<file path="src/rtl/pc_hazard_sequencer.sv">
// Front-end hazard controller for the 5-stage MIPS pipeline: decides PC / IF/ID / ID/EX
// advance, hold or flush each cycle for load-use, redirects, multi-cycle multiply and halt.
module pc_hazard_sequencer #(
    parameter int MUL_LATENCY = 4,
    parameter int STALL_W     = 16
) (
    input  logic               Clk,
    input  logic               Reset,
    input  logic               IDEX_MemRead,
    input  logic [4:0]         IDEX_Rt,
    input  logic               IDEX_Mul,
    input  logic [4:0]         IFID_Rs,
    input  logic [4:0]         IFID_Rt,
    input  logic               IFID_UsesRt,
    input  logic               BranchTaken,
    input  logic               Jump,
    input  logic               Halt,
    output logic               PCWrite,
    output logic               IFIDWrite,
    output logic               IDEXWrite,
    output logic               IFIDFlush,
    output logic               IDEXFlush,
    output logic               EXMEMFlush,
    output logic [1:0]         PCSrc,
    output logic [1:0]         State,
    output logic [STALL_W-1:0] StallCount
);

    localparam int              CNT_W    = (MUL_LATENCY > 2) ? $clog2(MUL_LATENCY) : 1;
    localparam logic [CNT_W-1:0] CNT_LOAD = CNT_W'(MUL_LATENCY - 2);

    typedef enum logic [1:0] {
        S_RUN         = 2'd0,
        S_MUL_BUSY    = 2'd1,
        S_MUL_RELEASE = 2'd2,
        S_HALTED      = 2'd3
    } state_t;

    state_t             r_state, w_next_state;
    logic [CNT_W-1:0]   r_cnt, w_next_cnt;
    logic [STALL_W-1:0] r_stall_cnt;
    logic               w_loaduse, w_mulstall;

    assign w_loaduse  = IDEX_MemRead && (IDEX_Rt != 5'd0) &&
                        ((IDEX_Rt == IFID_Rs) || (IFID_UsesRt && (IDEX_Rt == IFID_Rt)));
    assign w_mulstall = (r_state == S_RUN) && IDEX_Mul;

    // NOTE: sequential state uses non-blocking assignments so every register samples pre-edge values.
    always_ff @(posedge Clk) begin
        if (!Reset) begin
            r_state     <= S_RUN;
            r_cnt       <= '0;
            r_stall_cnt <= '0;
        end else begin
            r_state <= w_next_state;
            r_cnt   <= w_next_cnt;
            // Halt-bound cycles are excluded so the count reflects hazard stalls only.
            if (!PCWrite && (r_state != S_HALTED) && (w_next_state != S_HALTED) &&
                (r_stall_cnt != '1))
                r_stall_cnt <= r_stall_cnt + STALL_W'(1);
        end
    end

    // NOTE: every variable gets a default before the case so no latch is inferred.
    always_comb begin
        w_next_state = r_state;
        w_next_cnt   = r_cnt;
        case (r_state)
            S_RUN: begin
                if (Halt)            w_next_state = S_HALTED;
                else if (w_mulstall) begin
                    w_next_state = S_MUL_BUSY;
                    w_next_cnt   = CNT_LOAD;
                end
            end
            S_MUL_BUSY: begin
                if (Halt)               w_next_state = S_HALTED;
                else if (r_cnt == '0)   w_next_state = S_MUL_RELEASE;
                else                    w_next_cnt   = r_cnt - CNT_W'(1);
            end
            S_MUL_RELEASE: w_next_state = Halt ? S_HALTED : S_RUN;
            default:       w_next_state = S_HALTED;
        endcase
    end

    always_comb begin
        PCWrite    = 1'b1;
        IFIDWrite  = 1'b1;
        IDEXWrite  = 1'b1;
        IFIDFlush  = 1'b0;
        IDEXFlush  = 1'b0;
        EXMEMFlush = 1'b0;
        PCSrc      = 2'b00;
        if (!Reset) begin
            PCWrite   = 1'b0;
            IFIDWrite = 1'b0;
            IDEXWrite = 1'b0;
            IFIDFlush = 1'b1;
            IDEXFlush = 1'b1;
        end else begin
            case (r_state)
                S_RUN, S_MUL_RELEASE: begin
                    if (Halt) begin
                        PCWrite   = 1'b0;
                        IFIDWrite = 1'b0;
                        IDEXFlush = 1'b1;
                    end else if (w_mulstall) begin
                        PCWrite    = 1'b0;
                        IFIDWrite  = 1'b0;
                        IDEXWrite  = 1'b0;
                        EXMEMFlush = 1'b1;
                    end else if (w_loaduse) begin
                        PCWrite   = 1'b0;
                        IFIDWrite = 1'b0;
                        IDEXFlush = 1'b1;
                    end else if (Jump) begin
                        PCSrc     = 2'b10;
                        IFIDFlush = 1'b1;
                    end else if (BranchTaken) begin
                        PCSrc     = 2'b01;
                        IFIDFlush = 1'b1;
                    end
                end
                S_MUL_BUSY: begin
                    PCWrite   = 1'b0;
                    IFIDWrite = 1'b0;
                    if (Halt) begin
                        IDEXFlush = 1'b1;
                    end else begin
                        IDEXWrite  = 1'b0;
                        EXMEMFlush = 1'b1;
                    end
                end
                default: begin
                    PCWrite   = 1'b0;
                    IFIDWrite = 1'b0;
                    IDEXFlush = 1'b1;
                end
            endcase
        end
    end

    assign State      = r_state;
    assign StallCount = r_stall_cnt;

endmodule

</file>
<file path="config.mk">
export PLATFORM = sky130hd
export DESIGN_NAME = pc_hazard_sequencer
export DESIGN_NICKNAME = d
export VERILOG_FILES = /design/src/rtl/pc_hazard_sequencer.sv
export SDC_FILE = /design/constraint.sdc
export NUM_CORES = 1
export LEC_CHECK = 0
export BUFFER_PORTS_ARGS = -buffer_cell sky130_fd_sc_hd__clkbuf_2
export CORE_ASPECT_RATIO = 0.8
export CORE_MARGIN = 3
export CORE_UTILIZATION = 54
export CTS_BUF_LIST = sky130_fd_sc_hd__clkbuf_4
export DETAILED_ROUTE_END_ITERATION = 12
export PLACE_DENSITY = 0.87
export SYNTH_ARGS = -nofsm -noshare
export SYNTH_HDL_FRONTEND = slang
export SYNTH_SLANG_ARGS = --single-unit
export TNS_END_PERCENT = 5
</file>
<file path="constraint.sdc">
create_clock -name Clk -period 5.95 [get_ports Clk]
set_clock_uncertainty 0.1 [all_clocks]
set_input_delay 0.2975 -clock Clk [delete_from_list [all_inputs] [get_ports Clk]]
set_output_delay 0.2975 -clock Clk [all_outputs]
set_load 0.05 [all_outputs]
</file>
# After elaboration in Yosys (flattened, before gate mapping)

Index checks and enable logic that the tools add are counted.

Multiplexer cells: 45
Equality and inequality tests: 11
Reduce and logical (&&, ||, !) cells: 15
Add/subtract/negate cells: 2

Operators with widths:

| operator              | count |
|---|---|
| $mux 2                | 15 |
| $mux 1                | 25 |
| $add 16x1->16 const B | 1 |
| $ne 16x16->1 const B  | 1 |
| $ne 2x2->1 const B    | 6 |
| $eq 5x5->1            | 2 |
| $logic_and 1x1->1     | 7 |
| $pmux 1 s2            | 3 |
| $pmux 2 s3            | 1 |
| $reduce_and 5->1      | 1 |
| $reduce_bool 5->1     | 1 |
| $logic_not 2->1       | 2 |
| $pmux 2 s2            | 1 |
| $eq 2x1->1 const B    | 1 |
| $eq 2x2->1 const B    | 1 |
| $reduce_bool 2->1     | 1 |
| $reduce_or 2->1       | 1 |
| $sub 2x1->2 const B   | 1 |
| $logic_not 1->1       | 1 |
| $logic_or 1x1->1      | 1 |

Logic and storage cells: 76
Output and inout port bits: 26
Register bits after elaboration: 20

# Logic depth before layout (Yosys ltp)

Gate-level depths: netlist of run 1.

Depth in word-level cells: 13
Gate-level depth with buffers: 8
Mapped depth without buffers: 7

# Worst setup path before layout of run 1

No wires, ideal clock.

Kind: register to output
From: reg r_state[1] (netlist: State[1])
To: out IDEXFlush
Cell stages (with the launch flop): 5
Slack: 3.469 ns
Buffers on the path: 0
Arrival: 2.084 ns
Cells stage by stage: dfxtp_1 inv_1 o21ai_0 inv_1 o21ai_0

Word-level cells in the longest chain between the ends: 6

RTL lines:

| item                   | RTL line | source |
|---|---|---|
| start, declared        | 39       | `state_t r_state, w_next_state;` |
| start signal, assigned | 55       | `r_state <= w_next_state;` |
| $logic_not 2->1        | 46, 101  |  |
| $logic_and 1x1->1      | 46       | `assign w_mulstall = (r_state == S_RUN) && IDEX_Mul;` |
| $mux 1                 | 107      | `end else if (w_mulstall) begin` |
| $mux 1                 | 103      | `if (Halt) begin` |
| $pmux 1 s2 (*)         | 101      | `case (r_state)` |
| $mux 1 (*)             | 94       | `if (!Reset) begin` |
| end, declared          | 22       | `output logic IDEXFlush,` |

Mark *: on every way between the ends. The rest lies on a longest branch, timed or not.

# Worst setup path after layout of run 1

From: in Reset
To: out PCSrc[0]

Word-level cells in the longest chain between the ends: 1

RTL lines:

| item            | RTL line | source |
|---|---|---|
| start, declared | 8        | `input logic Reset,` |
| $mux 2          | 94       |  |
| end, declared   | 24       | `output logic [1:0] PCSrc,` |

No other way between the ends.

==> results of run 1 <==
[critical path: cells and delay by family]
family,cells,cell delay [ns]
compound gates,1,0.51
simple gates,3,0.62
buf+inv,3,0.98
[placed cells by master (no fill, tap or decap), types with 3 or more instances in the layout]
cell       n
clkbuf_4   3
a21oi_1   15
nand4_1    5
o21ai_0    4
nand3_1    8
mux2i_1    7
dfxtp_1   20
or4_1      8
clkbuf_2  48
nor2_1     7
inv_1      7
and3_1     3
nand2_1   15
xnor2_1   10
nand2b_1   6
nor4_1     3
o31ai_1    7
[flip-flops by register name, summed over array words and instances (netlist names)]
register / cells
StallCount: 16
State: 2
r_cnt: 2
[cell families after synthesis]
logic type / Yosys count
simple gates: 66
mux: 7
flops: 20
xor+xnor: 10
compound gates: 38
buf+inv: 16
fa+ha+maj: 2
[power breakdown]
part | switching (mW) | internal [mW]
combinational | 0.0462 | 0.0230
clock | 0.0395 | 0.0245
sequential | 0.00354 | 0.137
[layout make-up]
class,instances,area [um^2]
Fill cell,177,671
Multi-Input combinational cell,123,816
Clock buffer,3,22.5
Sequential cell,20,400
Inverter,8,30.0
Tap cell,25,31.3
Timing Repair Buffer,48,240
Clock inverter,1,3.75
[worst min-delay path by stage]
stage / to / slack (ns) / depth (start not counted)
finish: State[0] / 0.18 / 3
global route: State[0] / 0.19 / 3
CTS: State[0] / 0.18 / 3
detailed placement: r_cnt[1] / 0.36 / 2
global placement: r_cnt[1] / 0.36 / 2
floorplan: State[0] / 0.32 / 2
[per-layer routing]
| layer | track usage (%) | share of wire [%] |
|---|---|---|
| met4 | 4.33 | 0.55 |
| met5 | 0 | 0 |
| met2 | 31.9 | 47 |
| met3 | 4.71 | 6.6 |
| met1 | 31.2 | 46 |
==> qor.yml, run 1 <==
status: "complete, no violations"
grt-ovfl-total: 0
synthDistinctLibCells: 43
synthCells: 159
postRouteAntennaNets: 0
syn_nets: 184
rsz0062_at_grt: "false"
vias: 1379
clk_path_buf_depth: 2
dpl_worst_slack_ns: 3.18
cts_setup_buffers: 0
place_hpwl_um: 2370
dp.cells: 224
core_um2: 2210
cts_root_buffer: "clkbuf_4"
crit_path_end: "PCSrc[0]"
fp.dieH_um: 49.9
insertion_delay_ns: 0.30
hp-start: "Halt"
fin_crit_sh_pct: 47.2
grt_max_degree: 28
synth-async-reset-ratio_pct: 0
final_cell_count_no_fill: 228
synth-simple-area-share_pct: 28.1
wl_per_cell_um: 13.5
cts_sinks: 20
r2r_slack_ns: 3.60
ios: 49
grt_usage_pct: 21.4
syn_area_um2: 1300
clkSlewWorstSetupHoldPaths_ns: 0.10
hold_violations: 0
drt-pass1-iter-count: 4
h-tree-depth: 1
arrival_ns: 2.41
cts_buffers: 3
path_class: "input pin to output pin"
dieWidth_um: 60.9
crit_start: "Reset"
cts_resized: 0
power_uw: 274
n_antenna_cell: 0
grt_pass1_vias: 1135
synth_fa_ha_area_share_pct: 1.92
synth_top_family_by_area: "simple AND/OR/NAND/NOR gates"
crit_chain: "clkbuf_2 -> clkinv_1 -> nor2_1 -> nand2_1 -> a21oi_4 -> and3b_1 -> clkbuf_2"
grt_pass1_wl_um: 5050
nets: 229
placed_cell_area_um2: 1510
synth.area.mux_share_pct: 5.39
reg2reg_to: "StallCount[15]"
synth-edff-count: 0
critPathRequiredTime_ns: 5.55
maxCapViolCount: 0
synth_most_common_cell: "dfxtp_1"
p_per_area_nw_per_um2: 177
cpMostUsedCell: "clkbuf_2"
cts_tree: "yes"
synth_top_area_share_pct: 30.8
ir_drop_uv: 119
synth_xor_xnor_area_share_pct: 6.74
r2r_cells: 6
die_area_um2: 3040
slowest_delay_ns: 0.51
maxSlewViolCount: 0
antenna_found_initial: 0
syn_to_final_growth_pct: 18.8
final_core_util_pct: 69.7
timing.final.ws_setup_ns: 3.14
drtIter0Drc: 72
synthTopCellsByCount: "20 x dfxtp_1, 15 x a21oi_1, 15 x nand2_1"
synth_area_per_cell_um2: 8.18
drive_above_1_share_pct: 28.1
slew_headroom_pct: 47.7
setup_viol: 0
tightest_slew_ns: 0.785
slowest_stage: "a21oi_4"
hold_buffers: 0
hold_ws_ns: 0.178
synthTopCellsByArea: "dfxtp_1 31%, xnor2_1 6.7%, a21oi_1 5.8%"
viasPerCell: 6.05
min_period_ns: 2.81
ys.flop_type: "dfxtp_1"
cp-end-kind: "output pin"
wirelength_um: 3080
hp-class: "input pin to register"
gp_congestion: 0.834
rows: 15
leakage_nw: 0.617
regToRegStartpoint: "StallCount[1]"
drcViolationCount: 0
synth-compound-area-share_pct: 19.9
crit_fanout: 27
post-route-cell-area_um2: 1540
clock.fmax_mhz: 356
ys_warn_count: 0
seq_area_frac_synth_pct: 30.8
cp-start-kind: "input pin"
synth_top_area_cell: "dfxtp_1"
ys_ff_latch: 20
io_buffers: 48
setup_tns_ns: 0
start_util_pct: 58.7
No activity file was read; power rests on OpenSTA's default activity.
==> run 2: changes to the inputs <==
- ABC_AREA: unset -> 1
- CORE_UTILIZATION: 54 -> 52
- PLACE_DENSITY: 0.87 -> 0.82
- clock period: 5.95 -> 2.9 ns (I/O delays scaled with it)
==> qor.yml, run 2 <==
nets: 304  # +33%
insertion_delay_ns: 0.31  # about the same
viasPerCell: 4.95  # -18%
ys.flop_type: "dfxtp_1"
hp-start: "Reset"
clock.fmax_mhz: 464
cp-start-kind: "register"
ys_ff_latch: 20  # unchanged
grt-ovfl-total: 0  # unchanged
hp-class: "input pin to register"
synthTopCellsByArea: "dfxtp_1 27%, nand2_1 16%, nand3_1 8.2%"
cp-end-kind: "output pin"
hold_path_depth: 3  # unchanged
cts_resized: 0  # unchanged
timing.final.ws_setup_ns: 0.744  # -2.40 ns
seq_area_frac_synth_pct: 27.3  # -3.5 points
hold_violations: 0  # unchanged
wl_per_cell_um: 11.0  # -19%
cts_tree: "yes"
cts_sinks: 20  # unchanged
rows: 16  # +1
postRouteAntennaNets: 0  # unchanged
synth_area_per_cell_um2: 6.32  # -23%
rsz0062_at_grt: "false"
final_core_util_pct: 67.2  # -2.5 points
grt_pass1_wl_um: 5890  # +17%
critPathRequiredTime_ns: 2.65  # -2.90 ns
grt_usage_pct: 22.1  # +0.69 points
place_hpwl_um: 2750  # +16%
dieWidth_um: 65.3  # +7.4%
synth_top_area_share_pct: 27.3  # -3.5 points
cts_buffers: 3  # unchanged
fp.dieH_um: 53.5  # +7.2%
clkSlewWorstSetupHoldPaths_ns: 0.12  # +0.02 ns
dp.cells: 310  # +38%
leakage_nw: 0.844  # +37%
syn_area_um2: 1470  # +13%
setup_viol: 0  # unchanged
largest_reg_flops: 16  # unchanged
cts_root_buffer: "clkbuf_4"
min_period_ns: 2.16
drt-pass1-iter-count: 5  # +1
min_to: "StallCount[1]"
r2r_cells: 9  # +3
setup_tns_ns: 0  # unchanged
p_per_area_nw_per_um2: 356  # +100%
p_switching_uw: 229  # +160%
syn_to_final_growth_pct: 17.6
hold_buffers: 0  # unchanged
clk_path_buf_depth: 2  # unchanged
ios: 49  # unchanged
p_int_uw: 385  # +110%
cts_setup_buffers: 0  # unchanged
maxSlewViolCount: 0  # unchanged
start_util_pct: 57.2  # -1.5 points
synth_most_common_cell: "nand2_1"
grt_pass1_vias: 1368  # +21%
r2r_slack_ns: 1.04  # -2.56 ns
gp_congestion: 0.883  # +5.8%
power_uw: 614  # +120%
h-tree-depth: 1  # unchanged
drtIter0Drc: 69  # -4.2%
combPwrFrac_pct: 29.5  # +4.2 points
arrival_ns: 1.91  # -0.50 ns
core_um2: 2560  # +16%
status: "complete, no violations"
antenna_found_initial: 0  # unchanged
dpl_worst_slack_ns: 1.07  # -2.10 ns
vias: 1553  # +13%
wirelength_um: 3450  # +12%
ys_warn_count: 0  # unchanged
die_area_um2: 3490  # +15%
ir_drop_uv: 277  # +130%
final_cell_count_no_fill: 314  # +38%
regToRegStartpoint: "StallCount[0]"
path_class: "register to output pin"
synth-edff-count: 0  # unchanged
drive_above_1_share_pct: 24.8  # -3.3 points
final_common_cell: "nand2_1"
reg2reg_to: "StallCount[14]"
crit_fanout: 20  # -26%
maxCapViolCount: 0  # unchanged
p_seq_share_pct: 47.6  # -3.7 points
synthDistinctLibCells: 30  # -30%
tightest_slew_ns: 0.535  # -0.250 ns
n_antenna_cell: 0  # unchanged
synthTopCellsByCount: "63 x nand2_1, 26 x nor2_1, 24 x inv_1, 24 x nand3_1, 20 x dfxtp_1"
synth-async-reset-ratio_pct: 0  # unchanged
synthCells: 232  # +46%
grt_max_degree: 21  # -25%
synth_top_area_cell: "dfxtp_1"
slew_headroom_pct: 64.1  # +16 points
swShare_pct: 37.2  # +4.6 points
io_buffers: 48  # unchanged
fin_crit_sh_pct: 74.3
final_cell_mix: "63 x nand2_1, 48 x clkbuf_2, 26 x nor2_1, 24 x inv_1, 24 x nand3_1"
syn_nets: 257  # +40%
drcViolationCount: 0  # unchanged
clkPwrFrac_pct: 22.9  # -0.5 points
-- run 2: cell types whose count changed after synthesis, sizes merged, moves of 6 or more --
cell / before / now
o31ai: 8 / 0
nand2b: 6 / 0
mux2i: 7 / 0
or4: 8 / 0
inv: 7 / 33
nand3: 8 / 26
nor2: 7 / 30
xor2: 0 / 7
nand2: 15 / 65
-- run 2: kinds of logic (layout without fill, tap and decap cells) --
family | Yosys count | in the layout | synth area share [%]
and+or+nand+nor | 131 | 131 | 40.9
buffers and inverters | 40 | 86 | 12.4
AOI/OAI and AO/OA | 24 | 24 | 8.71
DFF | 20 | 20 | 27.3
xor gates and xnor gates | 15 | 15 | 8.97
adders and majority gates | 2 | 2 | 1.71
-- run 2: stage by stage --
stage | hold slack (ns) | cell area (um^2)
2_1_floorplan | 0.166 | 1470
6_report | 0.0664 | 1720
3_5_place_dp | 0.359 | 1700
3_3_place_gp | 0.347 | 1700
4_1_cts | 0.0544 | 1720
5_1_grt | 0.0865 | 1720
-- run 2: final cells by class --
class | count | area (um^2)
Clock buffer | 3 | 22.5
Clock inverter | 1 | 3.75
Fill cell | 258 | 840
Inverter | 34 | 128
Multi-Input combinational cell | 172 | 883
Sequential cell | 20 | 400
Tap cell | 36 | 45.0
Timing Repair Buffer | 48 | 240
-- run 2: layer usage --
metal / share of wire (%) / global-route usage, %
met4: 0.93 / 6.21
met3: 5.0 / 4.67
met1: 51 / 30.6
met2: 43 / 34.3
met5: 0 / 0
-- run 2: power groups by stage --
stage,clock [mW],combinational (mW),sequential [mW]
final,0.141,0.181,0.292
after global routing,0.154,0.201,0.293
after CTS,0.144,0.182,0.292
after detailed placement,0,0.181,0.298
after global placement,0,0.179,0.297
after floorplan,0,0.118,0.319
-- run 2: worst max path at each step --
stage	endpoint	from	cells after the start	slack [ns]
finish	PCSrc[0]	State[1]	7	0.74
global route	PCSrc[1]	State[1]	7	0.52
CTS	PCSrc[0]	State[1]	7	0.74
detailed placement	StallCount[14]	StallCount[0]	9	1.07
global placement	PCSrc[1]	State[1]	7	1.11
floorplan	IFIDFlush	State[1]	6	0.35
-- run 2: worst max-delay path, stage by stage, from the launching register on --
cell	delay, ns
dfxtp_1	0.41
nor2_1	0.10
nand2_1	0.10
nand2_1	0.08
nor2_2	0.18
nand3_4	0.27
nor2_1	0.17
clkbuf_2	0.29
